**src/rtl/y_div_pkg.sv**
```systemverilog
// Shared definitions for multi-cycle arithmetic blocks: FSM encodings,
// default operand width and a counter-sizing helper.
package y_div_pkg;

    localparam int DEFAULT_WIDTH = 32;

    typedef enum logic [1:0] {
        ST_IDLE = 2'd0,
        ST_RUN  = 2'd1,
        ST_DONE = 2'd2
    } div_state_e;

    // Bits needed to count 0..w-1; never narrower than one bit.
    function automatic int cnt_width(input int w);
        return (w > 1) ? $clog2(w) : 1;
    endfunction

endpackage

```
**src/rtl/y_div_step.sv**
```systemverilog
// One restoring division iteration: shift in a dividend bit, trial-subtract
// the divisor, keep the difference when it does not go negative.
module y_div_step
    import y_div_pkg::*;
#(
    parameter int WIDTH = DEFAULT_WIDTH
) (
    input  logic [WIDTH-1:0] rem_in,
    input  logic             bit_in,
    input  logic [WIDTH-1:0] divisor,
    output logic [WIDTH-1:0] rem_out,
    output logic             q_bit
);

    logic        [WIDTH:0] shifted;
    logic signed [WIDTH:0] diff;

    // rem_in < divisor always holds, so the true difference lies in
    // [-divisor, divisor-1] and fits a WIDTH+1 bit signed value exactly.
    always_comb begin
        shifted = {rem_in, bit_in};
        diff    = $signed(shifted - {1'b0, divisor});
        q_bit   = ~diff[WIDTH];
        rem_out = q_bit ? diff[WIDTH-1:0] : shifted[WIDTH-1:0];
    end

endmodule

```
**src/rtl/y_divider.sv**
```systemverilog
// Unsigned restoring divider, one quotient bit per clock, with valid/ready
// handshakes on both sides and a single-cycle path for a zero divisor.
module y_divider
    import y_div_pkg::*;
#(
    parameter int WIDTH = DEFAULT_WIDTH
) (
    input  logic             clk,
    input  logic             rst_n,
    input  logic             in_valid,
    output logic             in_ready,
    input  logic [WIDTH-1:0] dividend,
    input  logic [WIDTH-1:0] divisor,
    output logic             out_valid,
    input  logic             out_ready,
    output logic [WIDTH-1:0] quotient,
    output logic [WIDTH-1:0] remainder,
    output logic             div_by_zero
);

    localparam int              CNT_W    = cnt_width(WIDTH);
    localparam logic [CNT_W-1:0] LAST_CNT = CNT_W'(WIDTH - 1);

    div_state_e       state_q, state_d;
    logic [CNT_W-1:0] cnt_q, cnt_d;
    logic [WIDTH-1:0] dvd_q, dvd_d;
    logic [WIDTH-1:0] dvs_q, dvs_d;
    logic [WIDTH-1:0] rem_q, rem_d;
    logic [WIDTH-1:0] acc_q, acc_d;
    logic [WIDTH-1:0] quo_q, quo_d;
    logic [WIDTH-1:0] res_rem_q, res_rem_d;
    logic             dbz_q, dbz_d;

    logic [WIDTH-1:0] step_rem;
    logic             step_q_bit;
    logic [WIDTH-1:0] acc_next;

    y_div_step #(
        .WIDTH (WIDTH)
    ) u_step (
        .rem_in  (rem_q),
        .bit_in  (dvd_q[WIDTH-1]),
        .divisor (dvs_q),
        .rem_out (step_rem),
        .q_bit   (step_q_bit)
    );

    assign acc_next = (acc_q << 1) | WIDTH'(step_q_bit);

    always_comb begin
        state_d   = state_q;
        cnt_d     = cnt_q;
        dvd_d     = dvd_q;
        dvs_d     = dvs_q;
        rem_d     = rem_q;
        acc_d     = acc_q;
        quo_d     = quo_q;
        res_rem_d = res_rem_q;
        dbz_d     = dbz_q;
        in_ready  = 1'b0;
        out_valid = 1'b0;

        case (state_q)
            ST_IDLE: begin
                in_ready = 1'b1;
                if (in_valid) begin
                    dvd_d = dividend;
                    dvs_d = divisor;
                    if (divisor == '0) begin
                        state_d   = ST_DONE;
                        quo_d     = '1;
                        res_rem_d = dividend;
                        dbz_d     = 1'b1;
                    end else begin
                        state_d = ST_RUN;
                        rem_d   = '0;
                        acc_d   = '0;
                        cnt_d   = '0;
                    end
                end
            end
            ST_RUN: begin
                rem_d = step_rem;
                dvd_d = dvd_q << 1;
                acc_d = acc_next;
                if (cnt_q == LAST_CNT) begin
                    state_d   = ST_DONE;
                    quo_d     = acc_next;
                    res_rem_d = step_rem;
                    dbz_d     = 1'b0;
                end else begin
                    cnt_d = cnt_q + CNT_W'(1);
                end
            end
            ST_DONE: begin
                out_valid = 1'b1;
                // Return to IDLE only; a new accept waits for the next edge.
                if (out_ready) begin
                    state_d = ST_IDLE;
                end
            end
            default: state_d = ST_IDLE;
        endcase
    end

    always_ff @(posedge clk or negedge rst_n) begin
        if (!rst_n) begin
            state_q   <= ST_IDLE;
            cnt_q     <= '0;
            dvd_q     <= '0;
            dvs_q     <= '0;
            rem_q     <= '0;
            acc_q     <= '0;
            quo_q     <= '0;
            res_rem_q <= '0;
            dbz_q     <= 1'b0;
        end else begin
            state_q   <= state_d;
            cnt_q     <= cnt_d;
            dvd_q     <= dvd_d;
            dvs_q     <= dvs_d;
            rem_q     <= rem_d;
            acc_q     <= acc_d;
            quo_q     <= quo_d;
            res_rem_q <= res_rem_d;
            dbz_q     <= dbz_d;
        end
    end

    assign quotient    = quo_q;
    assign remainder   = res_rem_q;
    assign div_by_zero = dbz_q;

endmodule

```
**config.mk**
```make
export PLATFORM = sky130hd
export DESIGN_NAME = y_divider
export DESIGN_NICKNAME = d
export VERILOG_FILES = /design/src/rtl/y_div_pkg.sv /design/src/rtl/y_div_step.sv /design/src/rtl/y_divider.sv
export SDC_FILE = /design/constraint.sdc
export NUM_CORES = 1
export LEC_CHECK = 0
export BUFFER_PORTS_ARGS = -buffer_cell sky130_fd_sc_hd__buf_4
export CAP_MARGIN = 20
export CORE_MARGIN = 10
export CORE_UTILIZATION = 51
export CTS_BUF_LIST = sky130_fd_sc_hd__clkbuf_8 sky130_fd_sc_hd__clkbuf_16
export CTS_CLUSTER_DIAMETER = 150
export DETAILED_ROUTE_END_ITERATION = 6
export PLACE_DENSITY = 0.72
export RECOVER_POWER = 25
export REMOVE_ABC_BUFFERS = 1
export SETUP_SLACK_MARGIN = 0.4
export SYNTH_ARGS = -nofsm -noshare
export SYNTH_HDL_FRONTEND = slang
export SYNTH_SLANG_ARGS = --single-unit
```
**constraint.sdc**
```tcl
create_clock -name clk -period 4.5 [get_ports clk]
set_input_delay 0.45 -clock clk [delete_from_list [all_inputs] [get_ports clk]]
set_output_delay 0.45 -clock clk [all_outputs]
set_load 0.005 [all_outputs]
```
==> results.py, run 1 <==
metrics = {
    "run_status": {
        "status": "finished with violations",
        "violations": "max-capacitance violations, max-slew violations",
    },
    "global_route": {
        "antenna_found_initial": 0,
        "grt_max_degree": 126,
        "grt_pass1_wl_mm": 47.1,
        "grt_pass1_vias": 8984,
        "grt_remaining_overflow": 0,
        "grt.total_usage_pct": 21.8,
    },
    "yosys": {
        "ys_async_sr_fraction_pct": 100,
        "synth_area_um2": 10300,
        "synth_flop_cell": "dfrtp_1",
        "syn_area_per_cell_um2": 9.07,
        "synth_warnings": 0,
        "postSynthCellCount": 1137,
        "synth_seq_cells": 199,
        "yosysSeqAreaShare_pct": 48.3,
        "synth_edf_count": 0,
        "synthDistinctLibCells": 60,
    },
    "sta": {
        "hold_viol": 0,
        "grt_setup_unrepaired": "false",
        "max_clock_freq_mhz": 274,
        "post-route-min-period_ns": 3.65,
        "tns_ns": 0,
        "relSlewSlack_pct": -108,
        "clock_skew_ns": 0.0209,
        "tightest_slew_ns": 3.12,
        "maxSlewViolCount": 125,
        "finalWorstSetupSlack_ns": 0.846,
        "finalCritPeriodShare_pct": 81.2,
        "setup-violations-final": 0,
    },
    "cts": {
        "clk_pin_slew_ns": 0.08,
        "cts.repair.resized": 0,
        "clkLatencyLatePin_ns": 0.45,
        "cts_tree": "done",
        "cts_root_buffer": "clkbuf_16",
        "numClockSinks": 199,
        "clock_path_buffers": 2,
        "ctsHtreeMaxLevel": 4,
        "cts_setup_buffers": 0,
        "cts_buffers": 17,
        "postCtsHoldBufs": 0,
    },
    "final_layout": {
        "num-nets-final": 1337,
        "syn_to_final_growth_pct": 18.1,
        "final_util_pct": 62.0,
        "n_antenna_cell": 0,
        "seqCellArea_um2": 4980,
        "nFillCells": 1738,
        "finalNonFillerCells": 1512,
        "layout_common_cells": "dfrtp_1, buf_4, o21ai_0",
        "drive_gt1_share_pct": 16.4,
        "multi_input_area_um2": 4900,
        "mostFrequentLayoutCell": "dfrtp_1",
    },
    "critical_path": {
        "cp_max_fo": 14,
        "worst_path_max_delay_cell": "dfrtp_1",
        "worstPathArrival_ns": 3.96,
        "start_kind": "flop",
        "path_class": "flop to flop",
        "endpoint_kind": "flop",
        "path_common_cell": "inv_1",
        "max_stage_delay_ns": 0.42,
        "cp_data_required_time_ns": 4.81,
        "cp_cell_sequence": "inv_1 -> ha_1 -> inv_1 -> fa_1 -> a211oi_1 -> o21ai_1 -> nand2_1 -> a311o_1 -> and3_4 -> or2_1 -> buf_4 -> mux2i_1 -> o21ai_0",
    },
    "floorplanning": {
        "core_um2": 19700,
        "start_util_pct": 52.5,
        "die_height_um": 162,
        "io_pins": 135,
        "rows": 51,
        "die_x_um": 162,
        "dieArea_um2": 26300,
    },
    "placed_design": {
        "gp_congestion": 0.929,
        "dp_slack_ns": 0.865,
        "place_inst": 1480,
        "port_buffers": 134,
        "dpl.hpwl_mm": 20.0,
    },
    "drt": {
        "routedWlPerCell_um": 18.9,
        "dr.pass1.iters": 5,
        "drc_errors": 0,
        "final_antenna_net_count": 0,
        "drt_iter0_markers": 801,
        "via_count": 8968,
        "via_per_inst": 5.93,
        "wl_mm": 28.6,
    },
    "power_and_ir_drop": {
        "power.leakage_nw": 5.46,
        "cellPowerDensity_nw_per_um2": 926,
        "total_power_mw": 11.3,
        "peakVddDrop_v": 0.000430,
    },
    "hold_path": {
        "hp-class": "input port to flop",
    },
    "run": {
        "max_cap_violations": 1,
    },
}
==> final cells by class <==
type                            count  area share (%)
Clock buffer                       18            3.61
Clock inverter                     14            1.52
Inverter                           49            1.51
Multi-Input combinational cell    815            40.2
Sequential cell                   199            40.9
Tap cell                          265            2.72
Timing Repair Buffer              152            9.55
==> path summary, 6_finish.rpt <==
| check | startpoint | slack (ns) | depth (start not counted) | end |
|---|---|---|---|---|
| max in group asynchronous | rst_n | 1.68 | 1 | acc_q[11] |
| worst min-delay path | out_ready | 0.18 | 2 | state_q[1] |
| worst max register to register | dvd_q[31] | 0.85 | 13 | remainder[14] |
| worst min register to register | dvd_q[29] | 0.49 | 2 | dvd_q[29] |
| worst max-delay path | dvd_q[31] | 0.85 | 13 | remainder[14] |
| min in group asynchronous | rst_n | 1.03 | 1 | dvd_q[11] |
==> sequential cells by signal, indices dropped and copies added (netlist names) <==
register,cells
quotient,32
dvs_q,32
state_q,2
acc_q,31
div_by_zero,1
cnt_q,5
dvd_q,32
remainder,32
rem_q,32
==> where the power goes <==
group          leakage [nW]  switching, mW  internal (mW)
logic                  2.79           3.75           2.70
registers              2.37          0.554           2.65
clock network         0.303          0.758          0.864
total                  5.46           5.06           6.21
==> cell usage after synthesis, drive strengths merged, types with 2 or more instances <==
cell type / instances / area (µm²)
a41o: 2 / 20.0
xor2: 8 / 70.1
nor3: 45 / 225
a31o: 3 / 26.3
o31a: 2 / 17.5
a21oi: 66 / 334
a211oi: 11 / 87.6
nor4: 10 / 62.6
a32oi: 11 / 96.3
nor2: 100 / 375
o22ai: 3 / 18.8
o211ai: 6 / 50.1
a22oi: 32 / 240
dfrtp: 199 / 4980
o21a: 7 / 52.6
clkbuf: 58 / 218
nand4: 6 / 37.5
nand2: 131 / 492
mux2i: 12 / 120
nor3b: 2 / 15.0
buf: 16 / 83.8
a31oi: 8 / 50.1
ha: 34 / 425
a21o: 17 / 128
o2111ai: 4 / 35.0
o21bai: 6 / 45.0
mux2: 3 / 33.8
o21ai: 136 / 681
inv: 49 / 184
and3: 16 / 105
nor2b: 5 / 31.3
or2: 2 / 12.5
or3: 15 / 93.8
nand2b: 3 / 18.8
xnor2: 20 / 175
a32o: 2 / 20.0
a22o: 32 / 280
a311o: 2 / 20.0
o31ai: 12 / 90.1
o311ai: 2 / 17.5
nand3: 31 / 160
==> logic make-up (layout without fill, tap and decap cells) <==
| family | Yosys count | count (layout) | share of synthesized area [%] |
|---|---|---|---|
| flops | 199 | 199 | 48.3 |
| simple gates | 369 | 369 | 16.0 |
| buf+inv | 123 | 233 | 4.71 |
| compound gates | 368 | 368 | 22.8 |
| mux | 15 | 15 | 1.49 |
| fa+ha+maj | 35 | 35 | 4.32 |
| xor+xnor | 28 | 28 | 2.38 |
==> critical path: cells and delay by family, from the launching register on <==
family	cells	cell delay, ns
AOI/OAI and AO/OA	4	0.97
and+or+nand+nor	3	0.83
adders and majority gates	2	0.56
buffers and inverters	3	0.46
DFF	1	0.42
muxes	1	0.27
==> stage by stage <==
step,instance area [µm²],hold slack [ns]
floorplan,10000,0.154
global placement,11600,0.463
detailed placement,11600,0.471
CTS,12200,0.167
global route,12200,0.184
finish,12200,0.176
==> per-layer routing <==
metal	track usage (%)	routed length, µm
met5	0	0
met4	5.75	420
met3	4.90	1680
met2	34.7	13300
met1	29.5	13200
No activity file was read; power rests on OpenSTA's default activity.
==> inputs of run 2 (changes only) <==
Settings changed: PLACE_DENSITY 0.72 to 0.75.
Clock period 4.5 ns to 2.96 ns, I/O delays scaled along.
==> results.py, run 2 (synthesis results as in run 1) <==
metrics = {
    "floorplanning": {
        "core_um2": 19700,
        "die_height_um": 162,
        "rows": 51,
        "io_pins": 135,
        "dieArea_um2": 26300,
        "die_x_um": 162,
        "start_util_pct": 52.5,
    },
    "drt": {
        "drt_iter0_markers": 794,
        "wl_mm": 31.2,
        "via_count": 9493,
        "dr.max_layer_used": "met4",
        "wl_met1_mm": 13.5,
        "routedWlPerCell_um": 19.7,
        "dr_wl_met3_mm": 2.16,
        "final_antenna_net_count": 0,
        "dr.pass1.iters": 5,
        "via_per_inst": 6.00,
        "dr_wl_met2_mm": 15.1,
        "drc_errors": 0,
    },
    "sta": {
        "clock_skew_ns": 0.0213,
        "maxSlewViolCount": 71,
        "finalCritPeriodShare_pct": 97.3,
        "tightest_slew_ns": 1.94,
        "relSlewSlack_pct": -29.0,
        "finalWorstSetupSlack_ns": 0.0809,
        "max_clock_freq_mhz": 347,
        "grt_setup_unrepaired": "true",
        "post-route-min-period_ns": 2.88,
        "setup-violations-final": 0,
        "hold_viol": 0,
    },
    "critical_path": {
        "path_common_cell": "o21ai_1",
        "endpoint_kind": "flop",
        "start_kind": "flop",
        "worstPathArrival_ns": 3.20,
        "cp_max_fo": 10,
        "cp_cell_sequence": "ha_2 -> nand2_1 -> o21ai_1 -> nor2_1 -> a311o_1 -> and3_4 -> or2_4 -> bufbuf_16 -> a31oi_4 -> o21ai_1",
        "max_stage_delay_ns": 0.44,
        "worst_path_max_delay_cell": "dfrtp_1",
        "cp_data_required_time_ns": 3.28,
        "path_class": "flop to flop",
    },
    "global_route": {
        "grt_remaining_overflow": 0,
        "grt_pass1_vias": 9481,
        "grt.total_usage_pct": 23.0,
        "antenna_found_initial": 0,
        "grt_max_degree": 73,
        "grt_pass1_wl_mm": 49.4,
    },
    "final_layout": {
        "n_antenna_cell": 0,
        "layout_common_cells": "dfrtp_1, buf_4, nand2_1",
        "num-nets-final": 1406,
        "syn_to_final_growth_pct": 30.4,
        "final_util_pct": 68.4,
        "drive_gt1_share_pct": 26.2,
    },
    "cts": {
        "clk_pin_slew_ns": 0.08,
        "cts_tree": "done",
        "clock_path_buffers": 2,
        "cts_root_buffer": "clkbuf_16",
        "numClockSinks": 199,
        "clkLatencyLatePin_ns": 0.46,
        "cts_buffers": 17,
        "ctsHtreeMaxLevel": 4,
    },
    "placed_design": {
        "port_buffers": 134,
        "dp_slack_ns": -0.0960,
        "dpl.hpwl_mm": 20.8,
        "gp_congestion": 0.967,
    },
    "power_and_ir_drop": {
        "cellPowerDensity_nw_per_um2": 1580,
        "total_power_mw": 21.2,
        "power.leakage_nw": 5.90,
        "peakVddDrop_v": 0.000993,
    },
    "run_status": {
        "status": "finished with violations",
        "violations": "max-capacitance violations, max-slew violations",
    },
    "hold_path": {
        "hp-class": "input port to flop",
    },
    "run": {
        "max_cap_violations": 1,
    },
}
## run 2: cell count changes in the layout (fill, tap and decap cells not counted), sizes merged
| cell | before | now |
|---|---|---|
| buf | 151 | 217 |
| bufbuf | 0 | 1 |
| bufinv | 2 | 1 |
| clkinv | 3 | 4 |
| dlygate4sd3 | 0 | 1 |
| inv | 56 | 57 |
## run 2: layout make-up
| class | count | area, µm² |
|---|---|---|
| Sequential cell | 199 | 4980 |
| Timing Repair Buffer | 221 | 1900 |
| Tap cell | 265 | 332 |
| Multi-Input combinational cell | 815 | 5430 |
| Clock inverter | 15 | 200 |
| Clock buffer | 17 | 425 |
| Inverter | 49 | 184 |
| Fill cell | 1521 | 6210 |
## run 2: what timing repair did
item,CTS,global route
hold buffers,1,0
cloned,4,1
setup endpoints to repair,66,93
hold endpoints to repair,69,0
setup buffers,10,9
gates resized for setup,59,72
pin swaps,14,20
## run 2: report_power, final
| part | internal, mW | switching (mW) | leakage (nW) |
|---|---|---|---|
| Combinational | 6.56 | 7.24 | 3.23 |
| Clock | 1.23 | 1.22 | 0.298 |
| Sequential | 4.03 | 0.904 | 2.37 |
## run 2: per-stage QoR
stage               cell area (µm²)  setup TNS (ns)  hold WS (ns)  std cells
floorplan                     10000         -345.30      0.000409       1063
global placement              12000               0         0.361       1524
detailed placement            12000          -0.896         0.367       1524
CTS                           13100               0       0.00453       1571
global route                  13400          -0.387        0.0115       1581
finish                        13400               0       0.00907       1581
## run 2: path summary, 6_finish.rpt
kind | slack [ns] | to | from | depth (start not counted)
max | 0.08 | remainder[27] | rem_q[21] | 10
min | 0.009 | state_q[1] | out_ready | 2
max reg2reg | 0.08 | remainder[27] | rem_q[21] | 10
min reg2reg | 0.49 | remainder[1] | remainder[1] | 2
max in group asynchronous | 0.82 | rem_q[11] | rst_n | 3
min in group asynchronous | 0.92 | rem_q[17] | rst_n | 2
## run 2: critical path: cells and delay by family, from the launching register on
| kind | cells | cell delay [ns] |
|---|---|---|
| DFF | 1 | 0.44 |
| AOI/OAI and AO/OA | 4 | 0.93 |
| and+or+nand+nor | 4 | 0.66 |
| adders and majority gates | 1 | 0.41 |
| buffers and inverters | 1 | 0.30 |
## run 2: layer usage
| layer | vias to the layer above | global-route usage, % |
|---|---|---|
| met3 | 45 | 4.85 |
| met4 | 0 | 6.78 |
| met1 | 4670 | 30.1 |
| li1 | 4407 | - |
| met5 | - | 0 |
| met2 | 371 | 37.6 |
==> inputs of run 3 (changes only) <==
Settings changed: SETUP_SLACK_MARGIN 0.4 to unset.
==> results.py, run 3 (synthesis results as in run 1) <==
metrics = {
    "run_status": {
        "status": "finished with violations",
        "violations": "max-capacitance violations, max-slew violations",
    },
    "placed_design": {
        "gp_congestion": 0.967,
        "port_buffers": 134,
        "dpl.hpwl_mm": 20.8,
        "place_inst": 1524,
    },
    "global_route": {
        "use_met2_pct": 35.7,
        "grt_pass1_vias": 9169,
        "grt_pass1_wl_mm": 47.6,
        "grt_remaining_overflow": 0,
        "grt_use_met1_pct": 29.7,
        "antenna_found_initial": 0,
        "grt.total_usage_pct": 22.1,
        "grt_busiest_layer": "met2",
        "met3_usage_pct": 4.37,
        "grt_max_degree": 73,
    },
    "sta": {
        "finalCritPeriodShare_pct": 99.1,
        "fin_hold_ws_ns": 0.0121,
        "max_clock_freq_mhz": 341,
        "grt_setup_unrepaired": "true",
        "relSlewSlack_pct": -28.3,
        "maxSlewViolCount": 72,
        "post-route-min-period_ns": 2.93,
        "tns_ns": 0,
        "tightest_slew_ns": 1.93,
        "clock_skew_ns": 0.0190,
        "hold_viol": 0,
        "setup-violations-final": 0,
    },
    "cts": {
        "numClockSinks": 199,
        "clkLatencyLatePin_ns": 0.46,
        "ctsHtreeMaxLevel": 4,
        "cts_tree": "done",
        "cts_root_buffer": "clkbuf_16",
        "clock_path_buffers": 2,
        "cts_buffers": 17,
        "clk_pin_slew_ns": 0.08,
    },
    "floorplanning": {
        "dieArea_um2": 26300,
        "io_pins": 135,
        "start_util_pct": 52.5,
        "die_x_um": 162,
        "die_height_um": 162,
        "rows": 51,
        "core_um2": 19700,
    },
    "final_layout": {
        "drive_gt1_share_pct": 24.8,
        "n_antenna_cell": 0,
        "syn_to_final_growth_pct": 28.3,
        "mostFrequentLayoutCell": "buf_4",
        "layout_common_cells": "buf_4, dfrtp_1, nand2_1",
        "finalNonFillerCells": 1580,
        "num-nets-final": 1405,
    },
    "critical_path": {
        "reg2reg_depth": 10,
        "cp_data_required_time_ns": 3.27,
        "path_class": "flop to flop",
        "endpoint_kind": "flop",
        "cp_max_fo": 18,
        "worstPathArrival_ns": 3.24,
        "start_kind": "flop",
    },
    "drt": {
        "drt_iter0_markers": 759,
        "drc_errors": 0,
        "via_count": 9430,
        "via_per_inst": 5.97,
        "wl_mm": 30.4,
        "dr.pass1.iters": 7,
        "final_antenna_net_count": 0,
        "routedWlPerCell_um": 19.2,
    },
    "power_and_ir_drop": {
        "cellPowerDensity_nw_per_um2": 1530,
        "total_power_mw": 20.2,
        "power.leakage_nw": 5.87,
        "peakVddDrop_v": 0.000835,
    },
    "hold_path": {
        "hp-class": "input port to flop",
        "hold_path_depth": 2,
    },
    "run": {
        "max_cap_violations": 1,
    },
}
-- run 3: changes by cell type in the layout (fill, tap and decap cells not counted), sizes merged --
cell / previous run / this run
buf: 217 / 214
bufbuf: 1 / 0
clkbuf: 19 / 22
-- run 3: worst paths after layout --
path                           start            end  slack, ns
max                         rem_q[7]       rem_q[9]       0.03
min                        out_ready     state_q[1]       0.01
max reg2reg                 rem_q[7]       rem_q[9]       0.03
min reg2reg                dvd_q[25]      dvd_q[25]       0.49
max in group asynchronous      rst_n  remainder[25]       0.42
min in group asynchronous      rst_n      dvd_q[12]       0.88
-- run 3: worst max-delay path, cell delays in order (launching register included) --
cell and delay, ns:
dfrtp_1 0.42, ha_2 0.41, nand2_1 0.16, nor4_4 0.25
nand2_1 0.10, a311o_1 0.42, and3_4 0.20, or2_4 0.27
buf_12 0.17, mux2i_1 0.22, o21ai_0 0.15
-- run 3: timing repair --
action / 4_1_cts / 5_1_grt
pin swaps: 2 / 33
endpoints found under the setup margin: 43 / 61
hold buffers: 1 / 0
hold endpoints to repair: 69 / 0
gates resized for setup: 6 / 97
setup buffers: 1 / 18
gates cloned: 0 / 4
-- run 3: per-layer routing --
layer | vias to the layer above | wire (µm)
li1 | 4409 | -
met1 | 4647 | 13500
met2 | 326 | 14400
met3 | 48 | 1860
met4 | 0 | 578
met5 | - | 0
-- run 3: through the flow --
| step | utilization (%) | setup slack (ns) | cell area [µm²] |
|---|---|---|---|
| after floorplan | - | -4.20 | 10000 |
| after CTS | 64.3 | 0.00214 | 12600 |
| final | 67.3 | 0.0279 | 13200 |
| after global placement | 60.9 | 0.0375 | 12000 |
| after detailed placement | 60.9 | -0.0960 | 12000 |
| after global routing | 67.3 | -0.157 | 13200 |
-- run 3: area by class of cell --
cell class              count  area, µm²
flip-flops and latches    199       4980
multi-input cells         815       5270
clock inverters            15        200
inverters                  49        184
well taps                 265        332
clock buffers              17        425
repair buffers            220       1830
fillers                  1581       6430
-- run 3: report_power, final --
group	switching (mW)	internal [mW]	leakage [nW]	total, mW
logic	6.86	6.01	3.20	12.9
registers	0.887	4.03	2.37	4.92
clock network	1.22	1.23	0.298	2.45
total	8.97	11.3	5.87	20.2
